### config.mk
export PLATFORM = sky130hd
export DESIGN_NAME = mem_arbiter
export DESIGN_NICKNAME = d
export VERILOG_FILES = /design/src/rtl/mem_arbiter.sv
export SDC_FILE = /design/constraint.sdc
export NUM_CORES = 1
export LEC_CHECK = 0
export ABC_AREA = 1
export CAP_MARGIN = 20
export CORE_MARGIN = 10
export CORE_UTILIZATION = 44
export CTS_CLUSTER_DIAMETER = 150
export DETAILED_ROUTE_END_ITERATION = 7
export GPL_TIMING_DRIVEN = 0
export MAX_ROUTING_LAYER = met4
export PLACE_DENSITY_LB_ADDON = 0.3
export SLEW_MARGIN = 10
export SYNTH_ARGS = -nofsm -noshare
export SYNTH_HDL_FRONTEND = slang
export SYNTH_SLANG_ARGS = --single-unit
### constraint.sdc
create_clock -name clk -period 2.9 [get_ports clk]
set_clock_uncertainty 0.2 [all_clocks]
set_input_delay 0.435 -clock clk [delete_from_list [all_inputs] [get_ports clk]]
set_output_delay 0.435 -clock clk [all_outputs]
set_load 0.01 [all_outputs]
### src/rtl/mem_arbiter.sv
// -----------------------------------------------------------------------------
// mem_arbiter
//
// Shares one single-outstanding memory port between an instruction-fetch port
// and a data port. Ties are broken round robin, with fetch winning the first
// tie after reset. An access that sees no mem_ack within TIMEOUT busy cycles
// is abandoned. The abandoned access is still acknowledged, with err high and
// read data 16'hFFFF.
//
// Ports
//   clk, reset          core clock; asynchronous active-high reset
//   if_req/if_addr      fetch request and address (held until if_ack)
//   if_rdata/if_ack     fetch read data and one-cycle completion pulse
//   d_req/d_we/d_addr   data request, write enable and address
//   d_wdata             data write value
//   d_rdata/d_ack       data read value and one-cycle completion pulse
//   err                 qualifies an ack that ended by timeout
//   mem_req/mem_we      memory strobe (whole access) and write enable
//   mem_addr/mem_wdata  memory address and write data
//   mem_rdata/mem_ack   memory read data and completion
// -----------------------------------------------------------------------------
module mem_arbiter #(
    parameter int unsigned TIMEOUT = 15
) (
    input  logic        clk,
    input  logic        reset,
    input  logic        if_req,
    input  logic [15:0] if_addr,
    output logic [15:0] if_rdata,
    output logic        if_ack,
    input  logic        d_req,
    input  logic        d_we,
    input  logic [15:0] d_addr,
    input  logic [15:0] d_wdata,
    output logic [15:0] d_rdata,
    output logic        d_ack,
    output logic        err,
    output logic        mem_req,
    output logic        mem_we,
    output logic [15:0] mem_addr,
    output logic [15:0] mem_wdata,
    input  logic [15:0] mem_rdata,
    input  logic        mem_ack
);

    typedef enum logic [1:0] {
        ST_IDLE    = 2'd0,
        ST_IF_BUSY = 2'd1,
        ST_D_BUSY  = 2'd2
    } state_t;

    localparam logic [7:0] TIMEOUT_C = 8'(TIMEOUT);

    state_t      state_q, state_d;
    logic        last_d_q, last_d_d;     // 1 = data port was granted most recently
    logic [7:0]  cnt_q, cnt_d;
    logic [15:0] addr_q, addr_d;
    logic [15:0] wdata_q, wdata_d;
    logic        we_q, we_d;
    logic [15:0] if_rdata_q, if_rdata_d;
    logic [15:0] d_rdata_q, d_rdata_d;
    logic        if_ack_q, if_ack_d;
    logic        d_ack_q, d_ack_d;
    logic        err_q, err_d;

    logic        if_elig_s;
    logic        d_elig_s;
    logic        timeout_s;

    // A requester whose ack is showing this cycle is still holding req from
    // the access that just finished, so it must not be granted again.
    assign if_elig_s = if_req & ~if_ack_q;
    assign d_elig_s  = d_req & ~d_ack_q;

    // This busy cycle is the TIMEOUT-th one; counter cannot pass 254 here.
    assign timeout_s = ((cnt_q + 8'd1) == TIMEOUT_C);

    // Next-state, grant, completion and timeout decisions.
    always_comb begin
        state_d    = state_q;
        last_d_d   = last_d_q;
        cnt_d      = cnt_q;
        addr_d     = addr_q;
        we_d       = we_q;
        wdata_d    = wdata_q;
        if_rdata_d = if_rdata_q;
        d_rdata_d  = d_rdata_q;
        if_ack_d   = 1'b0;
        d_ack_d    = 1'b0;
        err_d      = 1'b0;

        case (state_q)
            ST_IDLE: begin
                // Fetch wins when it is alone, or on a tie after a data grant.
                if (if_elig_s && (!d_elig_s || last_d_q)) begin
                    state_d  = ST_IF_BUSY;
                    last_d_d = 1'b0;
                    cnt_d    = 8'd0;
                    addr_d   = if_addr;
                    we_d     = 1'b0;
                    wdata_d  = 16'h0000;
                end else if (d_elig_s) begin
                    state_d  = ST_D_BUSY;
                    last_d_d = 1'b1;
                    cnt_d    = 8'd0;
                    addr_d   = d_addr;
                    we_d     = d_we;
                    wdata_d  = d_wdata;
                end else begin
                    state_d = ST_IDLE;
                end
            end
            ST_IF_BUSY, ST_D_BUSY: begin
                // mem_ack takes priority over a timeout landing in the same cycle.
                if (mem_ack) begin
                    state_d = ST_IDLE;
                    if (state_q == ST_IF_BUSY) begin
                        if_ack_d   = 1'b1;
                        if_rdata_d = mem_rdata;
                    end else begin
                        d_ack_d = 1'b1;
                        if (!we_q) begin
                            d_rdata_d = mem_rdata;
                        end else begin
                            d_rdata_d = d_rdata_q;
                        end
                    end
                end else if (timeout_s) begin
                    state_d = ST_IDLE;
                    err_d   = 1'b1;
                    if (state_q == ST_IF_BUSY) begin
                        if_ack_d   = 1'b1;
                        if_rdata_d = 16'hFFFF;
                    end else begin
                        d_ack_d   = 1'b1;
                        d_rdata_d = 16'hFFFF;
                    end
                end else begin
                    cnt_d = cnt_q + 8'd1;
                end
            end
            default: begin
                state_d = ST_IDLE;
            end
        endcase
    end

    // State and output registers; reset abandons any access in flight.
    always_ff @(posedge clk or posedge reset) begin
        if (reset) begin
            state_q    <= ST_IDLE;
            last_d_q   <= 1'b1;
            cnt_q      <= 8'd0;
            addr_q     <= 16'h0000;
            we_q       <= 1'b0;
            wdata_q    <= 16'h0000;
            if_rdata_q <= 16'h0000;
            d_rdata_q  <= 16'h0000;
            if_ack_q   <= 1'b0;
            d_ack_q    <= 1'b0;
            err_q      <= 1'b0;
        end else begin
            state_q    <= state_d;
            last_d_q   <= last_d_d;
            cnt_q      <= cnt_d;
            addr_q     <= addr_d;
            we_q       <= we_d;
            wdata_q    <= wdata_d;
            if_rdata_q <= if_rdata_d;
            d_rdata_q  <= d_rdata_d;
            if_ack_q   <= if_ack_d;
            d_ack_q    <= d_ack_d;
            err_q      <= err_d;
        end
    end

    // mem_req is a pure decode of the state register.
    assign mem_req   = (state_q != ST_IDLE);
    assign mem_we    = we_q;
    assign mem_addr  = addr_q;
    assign mem_wdata = wdata_q;
    assign if_rdata  = if_rdata_q;
    assign d_rdata   = d_rdata_q;
    assign if_ack    = if_ack_q;
    assign d_ack     = d_ack_q;
    assign err       = err_q;

endmodule

==> run summary, run 1 <==
The flow ran to the end, and the final reports show no timing, DRC or antenna violations. The filler-free cell count of the finished design came out at 664. Summed over all instances, the cell type with the most area after synthesis is dfrtp_1. The multi-input gate area in the final layout is 1470 µm². The count of vias placed by the detailed router came out at 3423. The count of endpoints failing setup in the final report came out at 0.

The accumulated negative setup slack is 0 ns. The area growth from synthesis to layout is 48.3%. Setup repair after global routing left no endpoint under its margin. Global routing used 6.98% of the available met3 tracks. The number of buffer cells added on primary ports is 138. The count of nets left with antenna violations after detail routing came out at 0. The floorplan step defined a core boundary enclosing 8130 µm². The number of vias per cell after detailed routing came out at 5.16. The starting density of the core is 44.7%. The compound-gate portion of the synthesized area is 10.0%. The time the final worst path needs with I/O delays and setup came out at 2.46 ns.

The wire-length estimate of the detail-placed layout is 8.56 mm. The share of Yosys cell area claimed by the top area cell type came out at 53.7%. Each instance of the synthesized netlist takes up on average 9.00 µm². In this run the cell area measured after placement is 5180 µm². The number of antenna violations at the first check in global routing came out at 0. CTS built an H-tree with a depth of 3. Summed over all cells, the static leakage comes to 2.47 nW.

The relative max-transition margin came out at 50.2%. After synthesis, the largest family of logic cells by area is simple AND/OR/NAND/NOR gates. The peak fanout along the critical path is 8. The arrival time of data at the critical path endpoint is 1.82 ns. The count of standard-cell rows is 33. The number of global-route vias before repair is 3559.

The path class of the tightest hold or removal check is input port to async pin. Global routing finished with a remaining overflow of 0. Global routing used 21.2% of the available met1 tracks. The die covers 12300 µm². Once the clock tree was built, the setup fixing pass inserted 0 buffers. The all-layer global routing usage came out at 17.9%. The sequential fraction of the synthesis area is 54.4%.

The total of warnings raised by yosys came out at 0. When the netlist entered floorplanning its net count stood at 478. For this run, the top clock speed supported by timing is 407 MHz.

The wire length of the first global-routing pass is 17.9 mm. The total of max-cap violations came out at 0. After detailed routing, the average wire length per cell comes to 16.3 µm. The number of max-slew violations in the final report came out at 0. The worst supply voltage drop on vdd is 0.551 mV.

The count of cells resized by post-cts repair came out at 0. The overall die width came out at 111 µm. The cell count after synthesis came out at 404. The TritonCTS buffer count is 9. The post-detailed-route DRC marker count came out at 0. The setup path with the least slack is of type flop to output pin. TritonCTS built the clock tree. The post-layout net count is 628.

The synthesized-area fraction occupied by xor and xnor cells came out at 0%. The number of iterations in the first detailed-routing pass is 4. The sequential standard cell area came out at 1980 µm². The slew at the pin closest to its max-slew limit is 0.746 ns. After synthesis the cells add up to 3640 µm². The buffer cell driving the clock tree root is clkbuf_8. The most used flip-flop cell after synthesis is dfrtp_1. The number of different library cells in the post-synthesis netlist is 29. The worst setup path is captured at an output pin. Pin placement for this block handled 139 I/O pins. The fraction of layout instances using a drive strength above 1 is 9.48%.

The number of design-rule violations left by the first detailed-router iteration came out at 146. The post-synthesis async set-or-reset flop share is 100%. The number of clock sinks came out at 79. The post-CTS clock slew at the launch and capture registers of the worst setup and hold paths is 0.08 ns. The met2 capacity usage during global routing is 28.4%. The final instance area is 5390 µm². The routed wire length came out at 10.8 mm. The global routing stage identified its most utilized layer as met2. Measured along the y axis, the die boundary spans 111 µm. The number of storage elements in the synthesis netlist is 79.

The maximum number of buffers from clock root to sink came out at 2. The filler cell count in the final layout is 672. The power density over cell area came out at 1030 nW/µm². The number of enable flip-flop cells after synthesis came out at 0. The post-synthesis adder-cell area fraction came out at 1.38%.

The clock network latency to the later pin of the worst-skew pair is 0.35 ns. The number of placed instances with taps included came out at 648. The multiplexer area fraction after synthesis is 0%.

The endpoint required time on the critical path is 2.27 ns. The hold violation total from the final report was 0. The congestion estimate from routability-driven global placement came to 0.846.

The simple-gate portion of the synthesized area came out at 29.0%. The ratio of final minimum period to clock period came out at 84.7%. The register-to-register setup slack is 0.59 ns. The worst setup path is launched from a flop. Entering global routing, the biggest net connects 66 pins. Yosys attributes the largest share of cell area to dfrtp_1 54%, nand2_1 12%, nand4_1 7.1%. The number of buffers inserted by hold repair at cts came out at 0. The antenna diode count came out at 0.
==> logic make-up (layout without fill, tap and decap cells) <==
group           count (synthesis)  count (layout)
compound gates                 58              58
fa+ha+maj                       4               4
buf+inv                        42             197
flops                          79              79
simple gates                  221             221
==> registers in the layout, summed over array words and instances (netlist names) <==
name / count
cnt_q: 8
d_ack: 1
d_rdata: 16
err: 1
if_ack: 1
if_rdata: 16
last_d_q: 1
mem_addr: 16
mem_wdata: 16
mem_we: 1
state_q: 2
==> layout by cell type (no fill, tap or decap), drive strengths merged <==
cell / netlist / layout
nor2: 31 / 31
inv: 20 / 20
nand3: 10 / 10
nand4: 41 / 41
ha: 4 / 4
dfrtp: 78 / 78
a21oi: 3 / 3
nand3b: 1 / 1
a22oi: 1 / 1
o22ai: 1 / 1
o21ai: 35 / 35
nor3: 1 / 1
clkbuf: 13 / 24
bufinv: 0 / 2
a22o: 17 / 17
o21bai: 1 / 1
buf: 9 / 10
clkdlybuf4s50: 0 / 138
and2: 1 / 1
dfstp: 1 / 1
or2: 16 / 16
nand2: 120 / 120
clkinv: 0 / 3
==> cell type report <==
cell class | instances | share of cell area (%)
sequential | 79 | 36.7
tap | 105 | 2.44
clock inverter | 5 | 1.53
buffer | 22 | 2.16
clock buffer | 11 | 2.44
timing repair buffer | 139 | 26.1
inverter | 20 | 1.44
multi-input combinational | 283 | 27.2
==> cells in the mapped netlist (4+ instances only) <==
master    number
nand3_1        7
inv_1         17
or2_2         16
nor2_1        29
a22o_1        17
dfrtp_1       78
buf_4          4
o21ai_0       32
nand4_1       41
ha_1           4
nand2_1      118
clkbuf_1      13
==> metrics by stage <==
stage               power (W)  hold slack, ns  utilization [%]  setup WS (ns)
detailed placement    0.00472           0.258             63.7         0.0744
global route          0.00598           0.156             66.3          0.269
floorplan             0.00325           0.255                -          0.243
global placement      0.00464           0.255             63.3         -0.997
finish                0.00556           0.155             66.3          0.443
CTS                   0.00561           0.158             66.3          0.428
==> metal layers <==
layer  up-vias  wire, µm
li1       1658         -
met1      1632      4710
met2       122      5090
met3        11       921
met4         0        93
met5         -         0
==> where the power goes <==
part	total (W)	switching [W]	leakage, nW	internal, W
sequential	0.00188	0.000275	0.998	0.00160
clock	0.000875	0.000388	0.107	0.000487
combinational	0.00281	0.00149	1.37	0.00132
total	0.00556	0.00215	2.47	0.00341
==> final timing paths <==
| check | cells past startpoint | startpoint | end |
|---|---|---|---|
| max | 5 | state_q[0] | mem_req |
| min | 2 | reset | mem_addr[8] |
| max reg2reg | 9 | state_q[0] | mem_addr[15] |
| min reg2reg | 2 | if_rdata[11] | if_rdata[11] |
| max in group asynchronous | 3 | reset | last_d_q |
| min in group clk | 2 | if_rdata[11] | if_rdata[11] |
==> worst max-delay path, cell delays in order, from the launching register on <==
cell	delay [ns]
dfrtp_1	0.39
inv_1	0.07
ha_1	0.14
clkbuf_1	0.29
inv_1	0.08
clkdlybuf4s50_1	0.51
No activity file was read; power rests on OpenSTA's default activity.
==> inputs of run 2 (changes only) <==
==> constraint.sdc (replaced) <==
create_clock -name clk -period 2.4 [get_ports clk]
set_clock_uncertainty 0.2 [all_clocks]
set_input_delay 0.36 -clock clk [delete_from_list [all_inputs] [get_ports clk]]
set_output_delay 0.36 -clock clk [all_outputs]
set_load 0.01 [all_outputs]
==> run summary, run 2 (synthesized netlist as in run 1, its figures left out) <==
The number of global-route vias before repair is 3655 (was 3559). The multi-input gate area in the final layout came out at 1480 µm² (was 1470 µm²). The starting density of the core is 44.7% (unchanged). The routed wire length came out at 11.1 mm (was 10.8 mm). The total congestion overflow after global routing is 0 (unchanged).

The count of vias placed by the detailed router is 3487 (was 3423). The post-CTS clock slew at the launch and capture registers of the worst setup and hold paths came out at 0.08 ns (about the same). The TritonCTS buffer count came out at 9 (unchanged).

The number of antenna violations at the first check in global routing is 0 (unchanged). The sequential standard cell area came out at 1980 µm² (unchanged). The number of top-level design ports is 139 (unchanged). The CTS tree was built (unchanged). The worst hold slack after final layout came to 0.204 ns (was 0.155 ns).

The time the final worst path needs with I/O delays and setup is 2.23 ns. The filler-free cell count of the finished design is 664 (unchanged). The arrival time of data at the critical path endpoint came out at 1.67 ns (was 1.82 ns). The hold violation total from the final report came to 0 (unchanged).

The wire length of the first global-routing pass came out at 18.4 mm (was 17.9 mm). The classification of the worst setup path was flop to output pin (unchanged). The average wire length per cell after detail routing is 16.7 µm (was 16.3 µm). Run status: completed (unchanged). The area overhead of the layout relative to synthesis was 49.4% (was 48.3%). The sort of element at the start of the critical path is a flop (unchanged). The overall die width was 111 µm (unchanged). The peak fanout along the critical path came out at 8 (unchanged). The endpoint required time on the critical path is 1.84 ns (was 2.27 ns). The count of endpoints failing setup in the final report came out at 0 (unchanged). The fraction of layout instances using a drive strength above 1 came out at 10.4% (was 9.48%).

The filler cell count in the final layout is 679 (was 672). The clock network latency to the later pin of the worst-skew pair came out at 0.35 ns (about the same). The placeable core region is 8130 µm² (unchanged). The number of H-tree levels came out at 3 (unchanged). Most frequent cells in the layout: 138 x clkdlybuf4s50_1, 118 x nand2_1, 78 x dfrtp_1 (unchanged). The number of buffer cells added on primary ports came out at 138 (unchanged). The class of the tightest hold or removal check is input port to async pin (unchanged). The count of nets left with antenna violations after detail routing came out at 0 (unchanged). The y dimension of the die came out at 111 µm (unchanged). The power density over cell area is 1250 nW/µm² (was 1030 nW/µm²). The total design power came out at 0.00681 W (was 0.00556 W). The post-layout net count came to 628 (unchanged). The number of iterations in the first detailed-routing pass came out at 4 (unchanged).

The number of design-rule violations left by the first detailed-router iteration was 167 (was 146). The sum of net half-perimeters after detailed placement was 8.44 mm (was 8.56 mm). The most common cell after layout, fill and taps aside is clkdlybuf4s50_1 (unchanged).

The total leakage power came out at 2.49 nW (was 2.47 nW). The total of max-cap violations was 0 (unchanged). The worst supply voltage drop on vdd is 0.631 mV (was 0.551 mV). Timing would allow up to 449 MHz. The slew at the pin closest to its max-slew limit is 0.514 ns (was 0.746 ns). The kind of end point of the critical path was an output pin (unchanged). The number of placed instances with taps included came out at 649 (was 648).

The buffer cell driving the clock tree root is clkbuf_8 (unchanged). The ratio of final minimum period to clock period is 92.8%. The number of clock sinks is 79 (unchanged). The number of vias per cell after detailed routing is 5.25 (was 5.16). The die footprint came out at 12300 µm² (unchanged). Unrepaired setup endpoints after global routing: false (unchanged). The pin count of the biggest net entering global routing came to 37 (was 66). The number of max-slew violations in the final report is 0 (unchanged). The count of standard-cell rows came out at 33 (unchanged).

The all-layer global routing usage is 18.4% (was 17.9%). The relative max-transition margin is 65.6% (was 50.2%). The global placement routability congestion is 0.902 (was 0.846). The maximum number of buffers from clock root to sink came out at 2 (unchanged). The post-detailed-route DRC marker count is 0 (unchanged). The antenna diode count is 0 (unchanged).
## run 2: cell types whose count changed in the layout (fill, tap and decap cells not counted)
cell / previous run / this run
clkinv_4: 2 / 0
clkbuf_2: 0 / 2
a21oi_1: 3 / 2
clkbuf_1: 15 / 12
inv_4: 1 / 0
clkinvlp_4: 0 / 1
clkbuf_8: 9 / 11
nor2_4: 0 / 1
a21oi_2: 0 / 1
nor2_1: 29 / 28
buf_12: 0 / 1
## run 2: power by group
| part | internal, W | switching (W) | total [W] |
|---|---|---|---|
| sequential | 0.00194 | 0.000343 | 0.00228 |
| clock | 0.000642 | 0.000466 | 0.00111 |
| combinational | 0.00161 | 0.00181 | 0.00342 |
## run 2: layout make-up
cell class	instances	area share, %
flip-flops and latches	79	36.4
multi-input cells	283	27.2
repair buffers	140	26.3
clock buffers	13	2.92
well taps	105	2.42
plain buffers	21	2.12
inverters	20	1.45
clock inverters	3	1.20
## run 2: path summary, 6_finish.rpt
kind	end	start	slack [ns]	depth (start not counted)
max	mem_req	state_q[0]	0.17	4
min	d_rdata[14]	reset	0.20	2
max reg2reg	if_rdata[8]	cnt_q[1]	0.22	12
min reg2reg	if_rdata[14]	if_rdata[14]	0.27	2
max in group asynchronous	last_d_q	reset	1.19	3
min in group clk	if_rdata[14]	if_rdata[14]	0.27	2
## run 2: repair_timing
action | CTS | global route
hold buffers | 0 | 0
endpoints found under the setup margin | 0 | 37
gates resized for setup | 0 | 7
setup buffers | 0 | 0
hold endpoints to repair | 0 | 0
## run 2: layer usage
| metal | vias to the layer above | global-route usage, % | part of all wire [%] |
|---|---|---|---|
| met5 | - | - | 0 |
| met4 | 0 | 5.99 | 1.4 |
| met3 | 13 | 5.41 | 7.2 |
| met2 | 133 | 28.7 | 47 |
| met1 | 1675 | 22.3 | 44 |
| li1 | 1666 | - | - |
## run 2: worst max-delay path, cell delays in order, from the launching register on
cell and delay, ns:
dfrtp_1 0.35, inv_1 0.06, ha_1 0.28, inv_1 0.08, clkdlybuf4s50_1 0.55
## run 2: per-stage QoR
step                setup slack [ns]  util, %  area [µm²]  setup TNS, ns
floorplan                      0.413        -        3640              0
global placement              -0.286     63.4        5150          -3.22
detailed placement            -0.323     63.9        5200          -3.94
CTS                           0.0281     66.7        5430              0
global route                  0.0197     66.8        5440              0
finish                         0.173     66.8        5440              0
==> inputs of run 3 (changes only) <==
--- a/config.mk
+++ b/config.mk
@@ -8,7 +8,7 @@
 export ABC_AREA = 1
 export CAP_MARGIN = 20
 export CORE_MARGIN = 10
-export CORE_UTILIZATION = 44
+export CORE_UTILIZATION = 40
 export CTS_CLUSTER_DIAMETER = 150
 export DETAILED_ROUTE_END_ITERATION = 7
 export GPL_TIMING_DRIVEN = 0
==> constraint.sdc (replaced) <==
create_clock -name clk -period 1.79 [get_ports clk]
set_clock_uncertainty 0.2 [all_clocks]
set_input_delay 0.2685 -clock clk [delete_from_list [all_inputs] [get_ports clk]]
set_output_delay 0.2685 -clock clk [all_outputs]
set_load 0.01 [all_outputs]
==> run summary, run 3 (synthesized netlist as in run 1, its figures left out) <==
The share of the core filled with cells in the final layout is 67.5% (was 66.8%). The number of design-rule violations left by the first detailed-router iteration came out at 188 (was 167). The buffers plus inverters on the worst setup path is 3 (unchanged). The peak per-stage delay on the critical path was 0.43 ns (was 0.55 ns). The class of the tightest hold or removal check is input port to async pin (unchanged).

The peak fanout along the critical path is 6 (was 8). The total of max-cap violations came out at 0 (unchanged). Most frequent cells in the layout: 113 x clkdlybuf4s50_1, 76 x nand2_1, 75 x dfrtp_1 (was 138 x clkdlybuf4s50_1, 118 x nand2_1, 78 x dfrtp_1). The overall die width came out at 115 µm (was 111 µm). After layout, the worst path uses 114% of the clock period. The time the final worst path needs with I/O delays and setup is 2.04 ns. The TritonCTS buffer count is 9 (unchanged).

The y dimension of the die came out at 115 µm (was 111 µm). The wire length of the first global-routing pass came out at 18.0 mm (was 18.4 mm). The post-CTS clock slew at the launch and capture registers of the worst setup and hold paths is 0.09 ns (was 0.08 ns). The minimum setup slack in the final design is -0.249 ns (was 0.173 ns). The slew at the pin closest to its max-slew limit came out at 0.678 ns (was 0.514 ns). Critical path, cell by cell: buf_6, inv_2, ha_1, nand3_1, nor2_4, nand3_4, nand2_8, nand3_4, buf_6, nand2_2, nand2_1 (was inv_1, ha_1, inv_1, clkdlybuf4s50_1). The clock network latency to the later pin of the worst-skew pair came to 0.34 ns (was 0.35 ns).

The pin count of the biggest net entering global routing came out at 34 (was 37). The number of H-tree levels is 3 (unchanged). The global placement routability congestion came out at 0.812 (was 0.902).

The number of vias per cell after detailed routing came to 5.16 (was 5.25). The endpoint required time on the critical path came out at 1.83 ns (was 1.84 ns). Unrepaired setup endpoints after global routing: true (was false).

The number of global-route vias before repair is 3625 (was 3655). The hold violation total from the final report is 0 (unchanged). The classification of the worst setup path was flop to flop (was flop to output pin).

The power density over cell area came out at 1630 nW/µm² (was 1250 nW/µm²). The relative max-transition margin is 54.7% (was 65.6%). The number of max-slew violations in the final report is 0 (unchanged). The worst slack at placement came to -0.839 ns (was -0.323 ns). The arrival time of data at the critical path endpoint came out at 2.08 ns (was 1.67 ns). The placeable core region came out at 8810 µm² (was 8130 µm²). The checks that failed: negative setup slack. The number of buffers inserted by hold repair at cts was 0 (unchanged).

The area overhead of the layout relative to synthesis is 63.5% (was 49.4%). The all-layer global routing usage is 17.4% (was 18.4%). The fraction of layout instances using a drive strength above 1 came out at 26.0% (was 10.4%). The routed wire length came out at 12.1 mm (was 11.1 mm).

The die footprint came out at 13300 µm² (was 12300 µm²). Run status: finished, violations left (was completed). The CTS tree is built (unchanged). The critical path's slowest cell is dfrtp_1 (was clkdlybuf4s50_1).

The starting density of the core is 41.3% (was 44.7%). The sum of net half-perimeters after detailed placement is 8.55 mm (was 8.44 mm). The average wire length per cell after detail routing came to 17.4 µm (was 16.7 µm).

The total leakage power is 2.91 nW (was 2.49 nW). The number of antenna violations at the first check in global routing was 0 (unchanged). The antenna diode count came out at 0 (unchanged). The achievable clock frequency is 490 MHz.

The cell family contributing the most delay on the critical path is simple AND/OR/NAND/NOR gates (was buffers and inverters). The number of top-level design ports is 139 (unchanged). The number of iterations in the first detailed-routing pass was 4 (unchanged). The number of buffer cells added on primary ports came out at 138 (unchanged).

The count of vias placed by the detailed router came out at 3579 (was 3487). The count of standard-cell rows is 34 (was 33). The sort of element at the start of the critical path is a flop (unchanged). The number of clock sinks is 79 (unchanged). The count of nets left with antenna violations after detail routing is 0 (unchanged). The kind of end point of the critical path is a flop (was output pin). The post-detailed-route DRC marker count is 0 (unchanged). The most common cell after layout, fill and taps aside is clkdlybuf4s50_1 (unchanged). The post-layout net count is 654 (was 628). The maximum number of buffers from clock root to sink is 2 (unchanged). The count of endpoints failing setup in the final report came out at 45 (was 0). The total congestion overflow after global routing is 0 (unchanged).

The worst supply voltage drop on vdd came out at 0.943 mV (was 0.631 mV). The buffer cell driving the clock tree root was clkbuf_8 (unchanged).
run 3: final cells by class:
class / instances / area [µm²]
Fill cell: 682 / 2860
Sequential cell: 79 / 1980
Timing Repair Buffer: 166 / 1710
Multi-Input combinational cell: 283 / 1680
Buffer: 21 / 170
Tap cell: 108 / 135
Clock buffer: 9 / 124
Inverter: 20 / 88.8
Clock inverter: 7 / 56.3
run 3: per-layer routing:
metal | track usage [%] | part of all wire, %
met5 | - | 0
met4 | 4.31 | 0.92
met3 | 5.47 | 8.3
met2 | 28.5 | 51
met1 | 20.3 | 40
run 3: path summary, 6_finish.rpt:
kind                             startpoint     endpoint  slack (ns)  depth (start not counted)
worst min-delay path                  reset  if_rdata[5]        0.17                          2
worst min register to register  if_rdata[3]  if_rdata[3]        0.29                          2
worst max register to register     cnt_q[0]   d_rdata[9]       -0.25                         11
worst max-delay path               cnt_q[0]   d_rdata[9]       -0.25                         11
min in group clk                if_rdata[3]  if_rdata[3]        0.29                          2
max in group asynchronous             reset     cnt_q[2]        0.61                          3
run 3: timing repair:
| item | CTS | global route |
|---|---|---|
| resized for setup | 66 | 85 |
| cloned | 3 | 0 |
| setup buffers | 14 | 9 |
| hold endpoints to repair | 0 | 0 |
| setup endpoints to repair | 81 | 93 |
| pin swaps | 8 | 13 |
run 3: where the power goes:
group / internal [W] / total [W] / switching, W
combinational: 0.00263 / 0.00537 / 0.00274
sequential: 0.00259 / 0.00311 / 0.000516
clock: 0.000518 / 0.00122 / 0.000701
run 3: per-stage QoR:
step | hold slack [ns] | setup TNS (ns) | area [µm²] | instances | power, W
6_report | 0.175 | -8.46 | 5950 | 693 | 0.00970
5_1_grt | 0.211 | -13.32 | 5950 | 693 | 0.0104
4_1_cts | 0.197 | -7.23 | 5680 | 685 | 0.00938
3_5_place_dp | 0.258 | -38.49 | 5210 | 652 | 0.00769
3_3_place_gp | 0.252 | -75.83 | 5170 | 650 | 0.00755
2_1_floorplan | 0.139 | -4.06 | 3650 | 404 | 0.00527
